## src/rtl/ps2_host_tx_pkg.sv

```systemverilog
// Shared definitions for the PS/2 host transmitter: FSM encoding,
// command constants and the frame parity helper.
package ps2_host_tx_pkg;

   typedef enum logic [2:0] {
      S_IDLE    = 3'd0,
      S_INHIBIT = 3'd1,
      S_REQ     = 3'd2,
      S_DATA    = 3'd3,
      S_PARITY  = 3'd4,
      S_STOP    = 3'd5,
      S_WAIT_HI = 3'd6,
      S_FIN     = 3'd7
   } state_e;

   localparam logic [7:0] PS2_CMD_SET_LED = 8'hED;
   localparam logic [7:0] PS2_CMD_RESET   = 8'hFF;
   localparam logic [7:0] PS2_RSP_ACK     = 8'hFA;
   localparam int unsigned PS2_FRAME_LEN  = 11;

   function automatic logic odd_par(input logic [7:0] d);
      return ~^d;
   endfunction

endpackage

```

## src/rtl/ps2_host_tx_if.sv

```systemverilog
// Command handshake and status bundle between the system and
// the PS/2 host transmitter.
interface ps2_host_tx_if;
   logic [7:0] tx_data;
   logic       tx_valid;
   logic       tx_ready;
   logic       busy;
   logic       done;
   logic       err;

   modport master (
      output tx_data, tx_valid,
      input  tx_ready, busy, done, err
   );

   modport slave (
      input  tx_data, tx_valid,
      output tx_ready, busy, done, err
   );
endinterface

```

## src/rtl/ps2_host_tx_line_sync.sv

```systemverilog
// 3-flop synchronizers for the raw PS/2 clock and data lines plus a
// falling-edge pulse on the synchronized clock.
module ps2_host_tx_line_sync (
   input  logic clk,
   input  logic rst,
   input  logic ps2_clk_i,
   input  logic ps2_data_i,
   output logic clk_s_o,
   output logic data_s_o,
   output logic fall_o
);

   logic [2:0] clk_sync_q;
   logic [2:0] data_sync_q;

   // Idle bus is high; resetting to 1 avoids a spurious edge.
   always_ff @(posedge clk or posedge rst) begin
      if (rst) begin
         clk_sync_q  <= 3'b111;
         data_sync_q <= 3'b111;
      end else begin
         clk_sync_q  <= {clk_sync_q[1:0], ps2_clk_i};
         data_sync_q <= {data_sync_q[1:0], ps2_data_i};
      end
   end

   assign fall_o   = clk_sync_q[2] & ~clk_sync_q[1];
   assign clk_s_o  = clk_sync_q[2];
   assign data_s_o = data_sync_q[2];

endmodule

```

## src/rtl/ps2_host_tx.sv

```systemverilog
// PS/2 host-to-device transmitter (request-to-send, open-drain enables).
// Define PS2_TX_TIMEOUT_EN to add a per-transfer watchdog.
module ps2_host_tx
   import ps2_host_tx_pkg::*;
#(
   parameter int unsigned INHIBIT_CYCLES = 5000,
   parameter int unsigned TIMEOUT_CYCLES = 750000
) (
   input  logic          clk,
   input  logic          rst,
   ps2_host_tx_if.slave  tx_if,
   input  logic          ps2_clk_i,
   input  logic          ps2_data_i,
   output logic          ps2_clk_oe_o,
   output logic          ps2_data_oe_o
);

   localparam int unsigned ICW =
      (INHIBIT_CYCLES > 1) ? $clog2(INHIBIT_CYCLES) : 1;
   localparam logic [ICW-1:0] ILAST = ICW'(INHIBIT_CYCLES - 1);

   state_e     state_q, state_d;
   logic [ICW-1:0] icnt_q, icnt_d;
   logic [2:0] bitcnt_q, bitcnt_d;
   logic [7:0] shreg_q, shreg_d;
   logic       par_q, par_d;
   logic       nack_q, nack_d;
   logic       clk_oe_q, clk_oe_d;
   logic       data_oe_q, data_oe_d;
   logic       done_q, done_d;
   logic       err_q, err_d;
   logic       ready_q, busy_q;
   logic       clk_s, data_s, fall;

`ifdef PS2_TX_TIMEOUT_EN
   localparam int unsigned TCW =
      (TIMEOUT_CYCLES > 1) ? $clog2(TIMEOUT_CYCLES) : 1;
   localparam logic [TCW-1:0] TLAST = TCW'(TIMEOUT_CYCLES - 1);
   logic [TCW-1:0] tmo_q, tmo_d;
`endif

   ps2_host_tx_line_sync u_sync (
      .clk        (clk),
      .rst        (rst),
      .ps2_clk_i  (ps2_clk_i),
      .ps2_data_i (ps2_data_i),
      .clk_s_o    (clk_s),
      .data_s_o   (data_s),
      .fall_o     (fall)
   );

   // Outputs are derived from the next state so they come straight off flops.
   always_comb begin
      state_d   = state_q;
      icnt_d    = icnt_q;
      bitcnt_d  = bitcnt_q;
      shreg_d   = shreg_q;
      par_d     = par_q;
      nack_d    = nack_q;
      clk_oe_d  = 1'b0;
      data_oe_d = 1'b0;
      done_d    = 1'b0;
      err_d     = 1'b0;
`ifdef PS2_TX_TIMEOUT_EN
      tmo_d     = '0;
`endif
      unique case (state_q)
         S_IDLE: begin
            if (tx_if.tx_valid) begin
               state_d   = S_INHIBIT;
               shreg_d   = tx_if.tx_data;
               par_d     = odd_par(tx_if.tx_data);
               nack_d    = 1'b0;
               icnt_d    = '0;
               clk_oe_d  = 1'b1;
               data_oe_d = (ILAST == '0);
            end
         end
         S_INHIBIT: begin
            clk_oe_d = 1'b1;
            if (icnt_q == ILAST) begin
               state_d   = S_REQ;
               icnt_d    = '0;
               clk_oe_d  = 1'b0;
               data_oe_d = 1'b1;
            end else begin
               icnt_d    = icnt_q + ICW'(1);
               data_oe_d = (icnt_d == ILAST);
            end
         end
         S_REQ: begin
            data_oe_d = 1'b1;
            if (fall) begin
               state_d   = S_DATA;
               bitcnt_d  = 3'd0;
               data_oe_d = ~shreg_q[0];
            end
         end
         S_DATA: begin
            data_oe_d = ~shreg_q[bitcnt_q];
            if (fall) begin
               if (bitcnt_q == 3'd7) begin
                  state_d   = S_PARITY;
                  data_oe_d = ~par_q;
               end else begin
                  bitcnt_d  = bitcnt_q + 3'd1;
                  data_oe_d = ~shreg_q[bitcnt_d];
               end
            end
         end
         S_PARITY: begin
            data_oe_d = ~par_q;
            if (fall) begin
               state_d   = S_STOP;
               data_oe_d = 1'b0;
            end
         end
         S_STOP: begin
            if (fall) begin
               state_d = S_WAIT_HI;
               nack_d  = data_s;
            end
         end
         S_WAIT_HI: begin
            if (clk_s && data_s) begin
               state_d = S_FIN;
               done_d  = 1'b1;
               err_d   = nack_q;
            end
         end
         S_FIN: begin
            state_d = S_IDLE;
         end
      endcase
`ifdef PS2_TX_TIMEOUT_EN
      // Watchdog overrides any edge seen in the same cycle.
      if (state_q inside {S_REQ, S_DATA, S_PARITY, S_STOP, S_WAIT_HI}) begin
         if (tmo_q == TLAST) begin
            state_d   = S_FIN;
            clk_oe_d  = 1'b0;
            data_oe_d = 1'b0;
            done_d    = 1'b1;
            err_d     = 1'b1;
         end else begin
            tmo_d = tmo_q + TCW'(1);
         end
      end
`endif
   end

   always_ff @(posedge clk or posedge rst) begin
      if (rst) begin
         state_q   <= S_IDLE;
         icnt_q    <= '0;
         bitcnt_q  <= 3'd0;
         shreg_q   <= 8'h00;
         par_q     <= 1'b0;
         nack_q    <= 1'b0;
         clk_oe_q  <= 1'b0;
         data_oe_q <= 1'b0;
         done_q    <= 1'b0;
         err_q     <= 1'b0;
         ready_q   <= 1'b1;
         busy_q    <= 1'b0;
      end else begin
         state_q   <= state_d;
         icnt_q    <= icnt_d;
         bitcnt_q  <= bitcnt_d;
         shreg_q   <= shreg_d;
         par_q     <= par_d;
         nack_q    <= nack_d;
         clk_oe_q  <= clk_oe_d;
         data_oe_q <= data_oe_d;
         done_q    <= done_d;
         err_q     <= err_d;
         ready_q   <= (state_d == S_IDLE);
         busy_q    <= (state_d != S_IDLE);
      end
   end

`ifdef PS2_TX_TIMEOUT_EN
   always_ff @(posedge clk or posedge rst) begin
      if (rst) begin
         tmo_q <= '0;
      end else begin
         tmo_q <= tmo_d;
      end
   end
`endif

   assign tx_if.tx_ready = ready_q;
   assign tx_if.busy     = busy_q;
   assign tx_if.done     = done_q;
   assign tx_if.err      = err_q;
   assign ps2_clk_oe_o   = clk_oe_q;
   assign ps2_data_oe_o  = data_oe_q;

endmodule

```

## src/flat_wrapper.sv

```systemverilog
// flat-port wrapper written by rule: the top's interface ports become plain ports
module ps2_host_tx_flat import ps2_host_tx_pkg::*;
#(
   parameter int unsigned INHIBIT_CYCLES = 5000,
   parameter int unsigned TIMEOUT_CYCLES = 750000
)
  (clk, rst, ps2_clk_i, ps2_data_i, ps2_clk_oe_o, ps2_data_oe_o, tx_if_tx_data, tx_if_tx_valid, tx_if_tx_ready, tx_if_busy, tx_if_done, tx_if_err);
  ps2_host_tx_if tx_if_i ();
  input  logic clk;
  input  logic rst;
  input  logic ps2_clk_i;
  input  logic ps2_data_i;
  output logic ps2_clk_oe_o;
  output logic ps2_data_oe_o;
  input wire logic [$bits(tx_if_i.tx_data)-1:0] tx_if_tx_data;
  input wire logic [$bits(tx_if_i.tx_valid)-1:0] tx_if_tx_valid;
  output wire logic [$bits(tx_if_i.tx_ready)-1:0] tx_if_tx_ready;
  output wire logic [$bits(tx_if_i.busy)-1:0] tx_if_busy;
  output wire logic [$bits(tx_if_i.done)-1:0] tx_if_done;
  output wire logic [$bits(tx_if_i.err)-1:0] tx_if_err;
  assign tx_if_i.tx_data = tx_if_tx_data;
  assign tx_if_i.tx_valid = tx_if_tx_valid;
  assign tx_if_tx_ready = tx_if_i.tx_ready;
  assign tx_if_busy = tx_if_i.busy;
  assign tx_if_done = tx_if_i.done;
  assign tx_if_err = tx_if_i.err;
  ps2_host_tx #(.INHIBIT_CYCLES(INHIBIT_CYCLES), .TIMEOUT_CYCLES(TIMEOUT_CYCLES)) u_core (.clk(clk), .rst(rst), .tx_if(tx_if_i), .ps2_clk_i(ps2_clk_i), .ps2_data_i(ps2_data_i), .ps2_clk_oe_o(ps2_clk_oe_o), .ps2_data_oe_o(ps2_data_oe_o));
endmodule
```

## config.mk

```make
export PLATFORM = sky130hd
export DESIGN_NAME = ps2_host_tx_flat
export DESIGN_NICKNAME = d
export VERILOG_FILES = /design/src/rtl/ps2_host_tx_pkg.sv /design/src/rtl/ps2_host_tx_if.sv /design/src/rtl/ps2_host_tx_line_sync.sv /design/src/rtl/ps2_host_tx.sv /design/src/flat_wrapper.sv
export SDC_FILE = /design/constraint.sdc
export NUM_CORES = 1
export LEC_CHECK = 0
export ABC_AREA = 1
export ABC_CLOCK_PERIOD_IN_PS = 2100
export CAP_MARGIN = 0
export CORE_MARGIN = 2
export CORE_UTILIZATION = 45
export DETAILED_ROUTE_END_ITERATION = 12
export PLACE_DENSITY = 0.72
export SYNTH_ARGS = -nofsm -noshare
export SYNTH_HDL_FRONTEND = slang
export SYNTH_SLANG_ARGS = --single-unit
```

## constraint.sdc

```tcl
create_clock -name clk -period 2.1 [get_ports clk]
set_clock_uncertainty 0.1 [all_clocks]
set_input_delay 0.63 -clock clk [delete_from_list [all_inputs] [get_ports clk]]
set_output_delay 0.63 -clock clk [all_outputs]
set_load 0.02 [all_outputs]
```

==> summary.md, run 1 <==
| Metric | Value |
|---|---|
| RSZ-0062 raised after global routing | no |
| Via count | between 1500 and 2000 |
| Startpoint Class | register |
| Worst-margin pin slew | 385 ps |
| Final worst-path cycle share | 0.935 |
| Warnings from Yosys | 0 |
| Die Ht | between 70 and 80 µm |
| Clock Path Buffers | 2 |
| Clock sinks | 41 |
| Residual DRC | 0 |
| F_max | 509 MHz |
| Synth top area share | 0.371 |
| First-pass GRT wire length | 8.29 mm |
| Kind of critical path | reg2out |
| H-tree lvl count | 2 |
| Finished Layout Cells | roughly 380 |
| Prevailing post-synth register cell | dfrtp_1 |
| Root buffer cell | clkbuf_8 |
| Final setup TNS | 0 ps |
| Row count | 25 |
| CP Launch Point | u_core.tx_if.err |
| Area leader, netlist | dfrtp_1 |
| Die width | 75.4 µm |
| CTS clk-pin slew, worst paths | 80 ps |
| Number of synthesized flops with an enable pin | 0 |
| Total track usage | 0.188 |
| DP HPWL | approximately 3.4 mm |
| Initial antenna violation count | 0 |
| Setup crit end kind | output port |
| Routability Congestion | 0.876 |
| Max Cap Viol | 0 |
| Vias in the first global route | 1900 |
| Syn_nets | 303 |
| Num CTS Buffers | 5 |
| Area of the multi-input gates | approximately 1100 µm² |
| Clk Latency, worst-skew pair | 300 ps |
| Final min period | 1960 ps |
| Status | complete, no violations |
| First-pass DRT Iterations | 4 |
| Ant diodes | 0 |
| Number of fill cells | 464 |
| Register area | 1030 µm² |
| Share of cells above drive strength 1 | 0.143 |
| Slew HR | 0.742 |
| Sequential area share after synthesis | 0.451 |
| Final setup vio count | 0 |
| Critical path required time | 1370 ps |
| Mapped Area | 2300 µm² |
| Worst r2r src | u_core.icnt_q[1] |
| I/O Buffers | 18 |
| Yosys cell types | 30 |
| Placed Cells | 373 |
| GRT overflow | 0 |
| Detailed Route WL | 4.61 mm |
| Final #Nets | 330 |
| Crit path max fanout | 1 |
| Slowest CP cell | clkdlybuf4s50_1 |
| Peak supply drop | 382 µV |
| Hold Crit Class | reg2reg |
| Syn-to-layout area delta | 17.3% |
| Top Family by Delay on Critical Path | buffers and inverters |
| Worst endpoint data arrival time | about 1200 ps |
| Area contributors post-synth | dfrtp_1 37%, nand2_1 13%, dfstp_2 8.0%, nand3_1 7.4%, inv_1 5.4% |
| Vias/cell | 5.09 |
| CP Buf/Inv Count | 1 |
| Initial DRC count | just under 100 |
| HP Start | u_core.u_sync.clk_sync_q[0] |
| FF+latch count, synth | 41 |
| I/O Pins | 19 |
| CP max stage delay | roughly 600 ps |
| Core Area | 4820 µm² |
| Hold Fails Final Rpt | 0 |
| Max Slew Vio Count | 0 |
| Pleak | 1.23 nW |
| Avg WL per Cell | 12.1 µm |
| Die Area | 5690 µm² |
| Ys async rst share | 1.00 |
| Worst Hold Margin | approximately 260 ps |
| Avg Inst Size Synth | 8.03 µm² |
| Cells after synthesis | around 290 |
| Pwr dens | 560 nW/µm² |
| Number of routed nets with antenna violations | 0 |
| Pin count of the biggest net entering global routing | 42 |
| CTS tree | built |
| Starting Density | 0.477 |
| Crit-path cells | clkdlybuf4s50_1 |
through the flow:
stage / instance area [µm²] / total power, mW / setup WS (ps) / util
floorplan: 2300 / 0.855 / 436 / -
global placement: 2590 / 0.893 / 198 / 0.537
detailed placement: 2590 / 0.895 / 190 / 0.537
CTS: 2690 / 1.52 / 125 / 0.559
global route: 2690 / 1.56 / 95.1 / 0.559
finish: 2690 / 1.51 / 136 / 0.559
timing repair:
item                                   in CTS  in global routing
setup endpoints to repair                   1                  0
gates resized for setup                     1                  0
setup buffers                               0                  0
hold buffers                                0                  0
endpoints found under the hold margin       0                  0
power breakdown:
group / switching, mW / internal, mW
registers: 0.00297 / 0.799
clock network: 0.277 / 0.353
logic: 0.0353 / 0.0395
total: 0.315 / 1.19
registers in the layout (all words and copies together) (netlist names), 3 cells and up:
register / count
u_core.icnt_q: 13
u_core.state_q: 3
u_core.u_sync.data_sync_q: 3
u_core.shreg_q: 8
u_core.bitcnt_q: 3
u_core.u_sync.clk_sync_q: 3
path summary, 6_finish.rpt:
kind | end | slack, ps | depth (start not counted)
min in group asynchronous | u_core.icnt_q[2] | 590 | 3
min | u_core.u_sync.clk_sync_q[1] | 260 | 0
max | tx_if_err | 140 | 1
max in group asynchronous | u_core.u_sync.clk_sync_q[2] | 1050 | 3
max reg2reg | u_core.tx_if.busy | 360 | 8
min reg2reg | u_core.u_sync.clk_sync_q[1] | 260 | 0
synth_stat cells (2+ instances only):
master	number
nand3_1	34
nand2_2	4
nand3_2	4
nand4_1	6
o21ai_1	10
xor2_1	4
o22ai_1	7
nand2_1	77
dfrtp_1	34
nor2_2	3
ha_1	4
nor2_4	2
xnor2_1	5
o21ai_0	11
inv_2	6
a21oi_1	2
inv_1	33
nor3_4	3
nor2_1	20
dfstp_2	7
area by class of cell:
class                           instances  share of cell area
Tap cell                               67              0.0311
Sequential cell                        41               0.384
Inverter                               40              0.0558
Clock buffer                            6              0.0270
Timing Repair Buffer                   22              0.0822
Multi-Input combinational cell        203               0.407
Clock inverter                          2              0.0130
routing by layer:
layer | part of all wire | up-vias | global-route usage
met5 | 0 | - | 0
met4 | 0.013 | 0 | 0.0526
met3 | 0.028 | 5 | 0.0357
met2 | 0.50 | 27 | 0.322
met1 | 0.46 | 923 | 0.245
li1 | - | 984 | -
cells by family (layout without fill, tap and decap cells):
group	Yosys count	in the layout	share of synthesized area
AOI/OAI and AO/OA	31	31	0.0719
and+or+nand+nor	159	159	0.349
adders and majority gates	4	4	0.0218
xor gates and xnor gates	9	9	0.0343
buffers and inverters	42	70	0.0725
DFF	41	41	0.451
layout by cell type (no fill, tap or decap), types with 2 or more instances in the layout:
cell type,n
o21ai_0,11
nor2_4,2
dfstp_2,7
nor2_2,3
xnor2_1,5
xor2_1,4
inv_1,33
clkdlybuf4s50_1,17
o22ai_1,7
a21oi_1,2
nand3_2,4
nand2_1,77
ha_1,4
o21ai_1,10
nand2_2,4
dfrtp_1,34
buf_4,3
clkbuf_8,5
nor2_1,20
inv_2,6
nand4_1,6
nor3_4,3
nand3_1,34
(Power assumes the default switching activity.)
==> run 2, diff against run 1 <==
- SKIP_LAST_GASP: default -> 1
==> results of run 2 <==
Final layout, timing and power as in run 1 (identical DEF).
==> run 3, diff against run 2 <==
- SYNTH_HIERARCHICAL: default -> 1
==> run 3 against run 2 <==
Compared with the run above:
- routed wire length rose by 2.7%
- cell count is 1.3% higher
- maximum frequency is 0.16% higher
- register-to-register slack got worse by 130 ps
- non-clock buffer count stayed put
- design area fell by 0.42%
- global-route usage up 0.61 points
- critical endpoint is now ps2_data_oe_o
- combinational power shrank 0.5%
- count of clock-buffer cells in the layout decreased by 1
- critical path type unchanged
- die area shrank 0.46%
==> summary.md, run 3 <==
| Metric | Value |
|---|---|
| Placed Cells | 378 (was 373) |
| Avg Inst Size Synth | 7.80 µm² (was 8.03 µm²) |
| Setup bufs post-CTS | 0 (unchanged) |
| Pin count of the biggest net entering global routing | 36 (was 42) |
| Hold Fails Final Rpt | 0 (unchanged) |
| Kind of critical path | reg2out (unchanged) |
| Number of routed nets with antenna violations | 0 (unchanged) |
| Warnings from Yosys | 6 (was 0) |
| Die Area | 5660 µm² (was 5690 µm²) |
| Final instance area | 2680 µm² (was 2690 µm²) |
| First-pass DRT Iterations | 4 (unchanged) |
| Syn-to-layout area delta | 17.4% (was 17.3%) |
| Count leader, synth | nand2_1 (unchanged) |
| Max Cap Viol | 0 (unchanged) |
| Yosys cell types | 32 (was 30) |
| Vias/cell | 5.10 (was 5.09) |
| Crit-path cells | clkdlybuf4s50_1 (unchanged) |
| Final worst-path cycle share | 0.934 (was 0.935) |
| Largest regs | u_core/icnt_q (13), u_core/shreg_q (8) (was u_core.icnt_q (13), u_core.shreg_q (8)) |
| Routability Congestion | 0.962 (was 0.876) |
| Critical path required time | 1370 ps (about the same) |
| DP HPWL | 3.46 mm (was 3.37 mm) |
| Max Slew Vio Count | 0 (unchanged) |
| Synth top cells by count | 78 x nand2_1, 40 x inv_1, 34 x dfrtp_1 (was 77 x nand2_1, 34 x dfrtp_1, 34 x nand3_1) |
| CP Buf/Inv Count | 1 (unchanged) |
| Final min period | 1960 ps (about the same) |
| Num CTS Buffers | 5 (unchanged) |
| Residual DRC | 0 (unchanged) |
| Clk Latency, worst-skew pair | 290 ps (was 300 ps) |
| Crit path max fanout | 1 (unchanged) |
| RSZ-0062 raised after global routing | no (unchanged) |
| Die width | 75.3 µm (was 75.4 µm) |
| GRT overflow | 0 (unchanged) |
| Worst-margin pin slew | 406 ps (was 385 ps) |
| Sequential area share after synthesis | 0.453 (was 0.451) |
| Via count | 1968 (was 1939) |
| Final setup TNS | 0 ps (unchanged) |
| Root buffer cell | clkbuf_8 (unchanged) |
| Pwr dens | 568 nW/µm² (was 560 nW/µm²) |
| Avg WL per Cell | 12.3 µm (was 12.1 µm) |
| Startpoint Class | register (unchanged) |
| Syn_nets | 310 (was 303) |
| Post-CTS Hold Fix Bufs | 0 (unchanged) |
| Starting Density | 0.474 (was 0.477) |
| H-tree lvl count | 2 (unchanged) |
| First-pass GRT wire length | 8.31 mm (was 8.29 mm) |
| CTS clk-pin slew, worst paths | 80 ps (about the same) |
| Final core utilization | 0.557 (was 0.559) |
| Hold Crit Class | reg2reg (unchanged) |
| Commonest non-fill, non-tap cell in the layout | nand2_1 (unchanged) |
| Detailed Route WL | 4.73 mm (was 4.61 mm) |
| Cells after synthesis | 293 (was 286) |
| CTS tree | built (unchanged) |
| Area contributors post-synth | dfrtp_1 37%, nand2_1 13%, dfstp_2 8.1%, nand3_1 7.2%, inv_1 6.6% (was dfrtp_1 37%, nand2_1 13%, dfstp_2 8.0%, nand3_1 7.4%, inv_1 5.4%) |
| Pleak | 1.21 nW (was 1.23 nW) |
| Area after DPL | 2570 µm² (was 2590 µm²) |
| Commonest cells after routing, fill and taps aside | 78 x nand2_1, 40 x inv_1, 34 x dfrtp_1, 33 x nand3_1 (was 77 x nand2_1, 34 x nand3_1, 34 x dfrtp_1, 33 x inv_1, 20 x nor2_1) |
| Prevailing post-synth register cell | dfrtp_1 (unchanged) |
| Slew HR | 0.727 (was 0.742) |
| FF+latch count, synth | 41 (unchanged) |
| Final setup margin | 139 ps (was 136 ps) |
| Finished Layout Cells | 386 (was 381) |
| Area leader, netlist | dfrtp_1 (unchanged) |
| Total track usage | 0.194 (was 0.188) |
| I/O Pins | 19 (unchanged) |
| Slowest CP cell | clkdlybuf4s50_1 (unchanged) |
| Share of cells above drive strength 1 | 0.125 (was 0.143) |
| Die Ht | 75.3 µm (was 75.4 µm) |
| CP max stage delay | 600 ps (about the same) |
| Top Family by Delay on Critical Path | buffers and inverters (unchanged) |
| Number of synthesized flops with an enable pin | 0 (unchanged) |
| Mapped Area | 2280 µm² (was 2300 µm²) |
| Vias in the first global route | 1885 (was 1900) |
| Initial DRC count | 104 (was 99) |
| Dpl ws | 158 ps (was 190 ps) |
| Clock sinks | 41 (unchanged) |
| Final setup vio count | 0 (unchanged) |
| Ant diodes | 0 (unchanged) |
| Largest register FFs | 13 (unchanged) |
| Ys async rst share | 1.00 (unchanged) |
| Setup crit end kind | output port (unchanged) |
| I/O Buffers | 18 (unchanged) |
| Initial antenna violation count | 0 (unchanged) |
| Worst endpoint data arrival time | 1230 ps (about the same) |
| Peak supply drop | 432 µV (was 382 µV) |
| Status | complete, no violations (unchanged) |
| Core Area | 4820 µm² (unchanged) |
| Post-CTS resize count | 1 (unchanged) |
| F_max | 510 MHz (was 509 MHz) |
| Synth top area share | 0.372 (was 0.371) |
| Final #Nets | 335 (was 330) |
| Clock Path Buffers | 2 (unchanged) |
| Top reg by flops | u_core/icnt_q (was u_core.icnt_q) |
| Row count | 25 (unchanged) |
-- run 3: cell count changes in the layout (fill, tap and decap cells not counted), moves of 2 or more --
| cell | previous run | this run |
|---|---|---|
| nor3_1 | 0 | 4 |
| inv_1 | 33 | 40 |
| nand2_2 | 4 | 1 |
| o31ai_1 | 0 | 2 |
| o21ai_0 | 11 | 18 |
| o22ai_1 | 7 | 5 |
| nand3_2 | 4 | 2 |
| o21ai_1 | 10 | 4 |
| nor3_4 | 3 | 1 |
| nor2_1 | 20 | 18 |
| xor2_1 | 4 | 2 |
-- run 3: cell type report --
class                      count  area (µm²)
clock buffer                   5        68.8
timing repair buffer          22         221
tap                           67        83.8
clock inverter                 3        46.3
sequential                    41        1030
multi-input combinational    201        1050
fill                         470        2140
inverter                      47         176
-- run 3: through the flow --
stage	total power, mW	hold slack [ps]
after detailed placement	0.894	249
after CTS	1.54	262
after global placement	0.893	246
after floorplan	0.854	245
final	1.52	261
after global routing	1.58	267
-- run 3: cell families (layout without fill, tap and decap cells) --
family	Yosys count	count (layout)	synth area share
xor gates and xnor gates	8	8	0.0307
buffers and inverters	51	77	0.0876
adders and majority gates	4	4	0.0219
DFF	41	41	0.453
and+or+nand+nor	155	155	0.324
AOI/OAI and AO/OA	34	34	0.0832
-- run 3: power by group --
| part | leakage [nW] | internal (mW) | total (mW) | switching, mW |
|---|---|---|---|---|
| Clock | 0.0543 | 0.356 | 0.646 | 0.290 |
| Sequential | 0.476 | 0.799 | 0.802 | 0.00256 |
| Combinational | 0.682 | 0.0371 | 0.0743 | 0.0371 |
| Total | 1.21 | 1.19 | 1.52 | 0.330 |
-- run 3: final timing paths --
| check | startpoint | to | cells after the start | slack [ps] |
|---|---|---|---|---|
| worst min-delay path | u_core/u_sync/data_sync_q[0] | u_core/u_sync/data_sync_q[1] | 0 | 260 |
| worst min register to register | u_core/u_sync/data_sync_q[0] | u_core/u_sync/data_sync_q[1] | 0 | 260 |
| max in group asynchronous | rst | u_core/tx_if.tx_ready | 3 | 1060 |
| worst max register to register | u_core/bitcnt_q[0] | u_core/tx_if.tx_ready | 8 | 230 |
| min in group asynchronous | rst | u_core/icnt_q[11] | 3 | 600 |
| worst max-delay path | u_core/ps2_data_oe_o | ps2_data_oe_o | 1 | 140 |
-- run 3: layer usage --
metal	share of wire	routed length (µm)	global-route usage	vias up
met4	0.015	70	0.0819	0
met3	0.047	223	0.0509	10
met5	0	0	0	-
met1	0.47	2230	0.246	914
met2	0.47	2210	0.316	49
li1	-	-	-	995
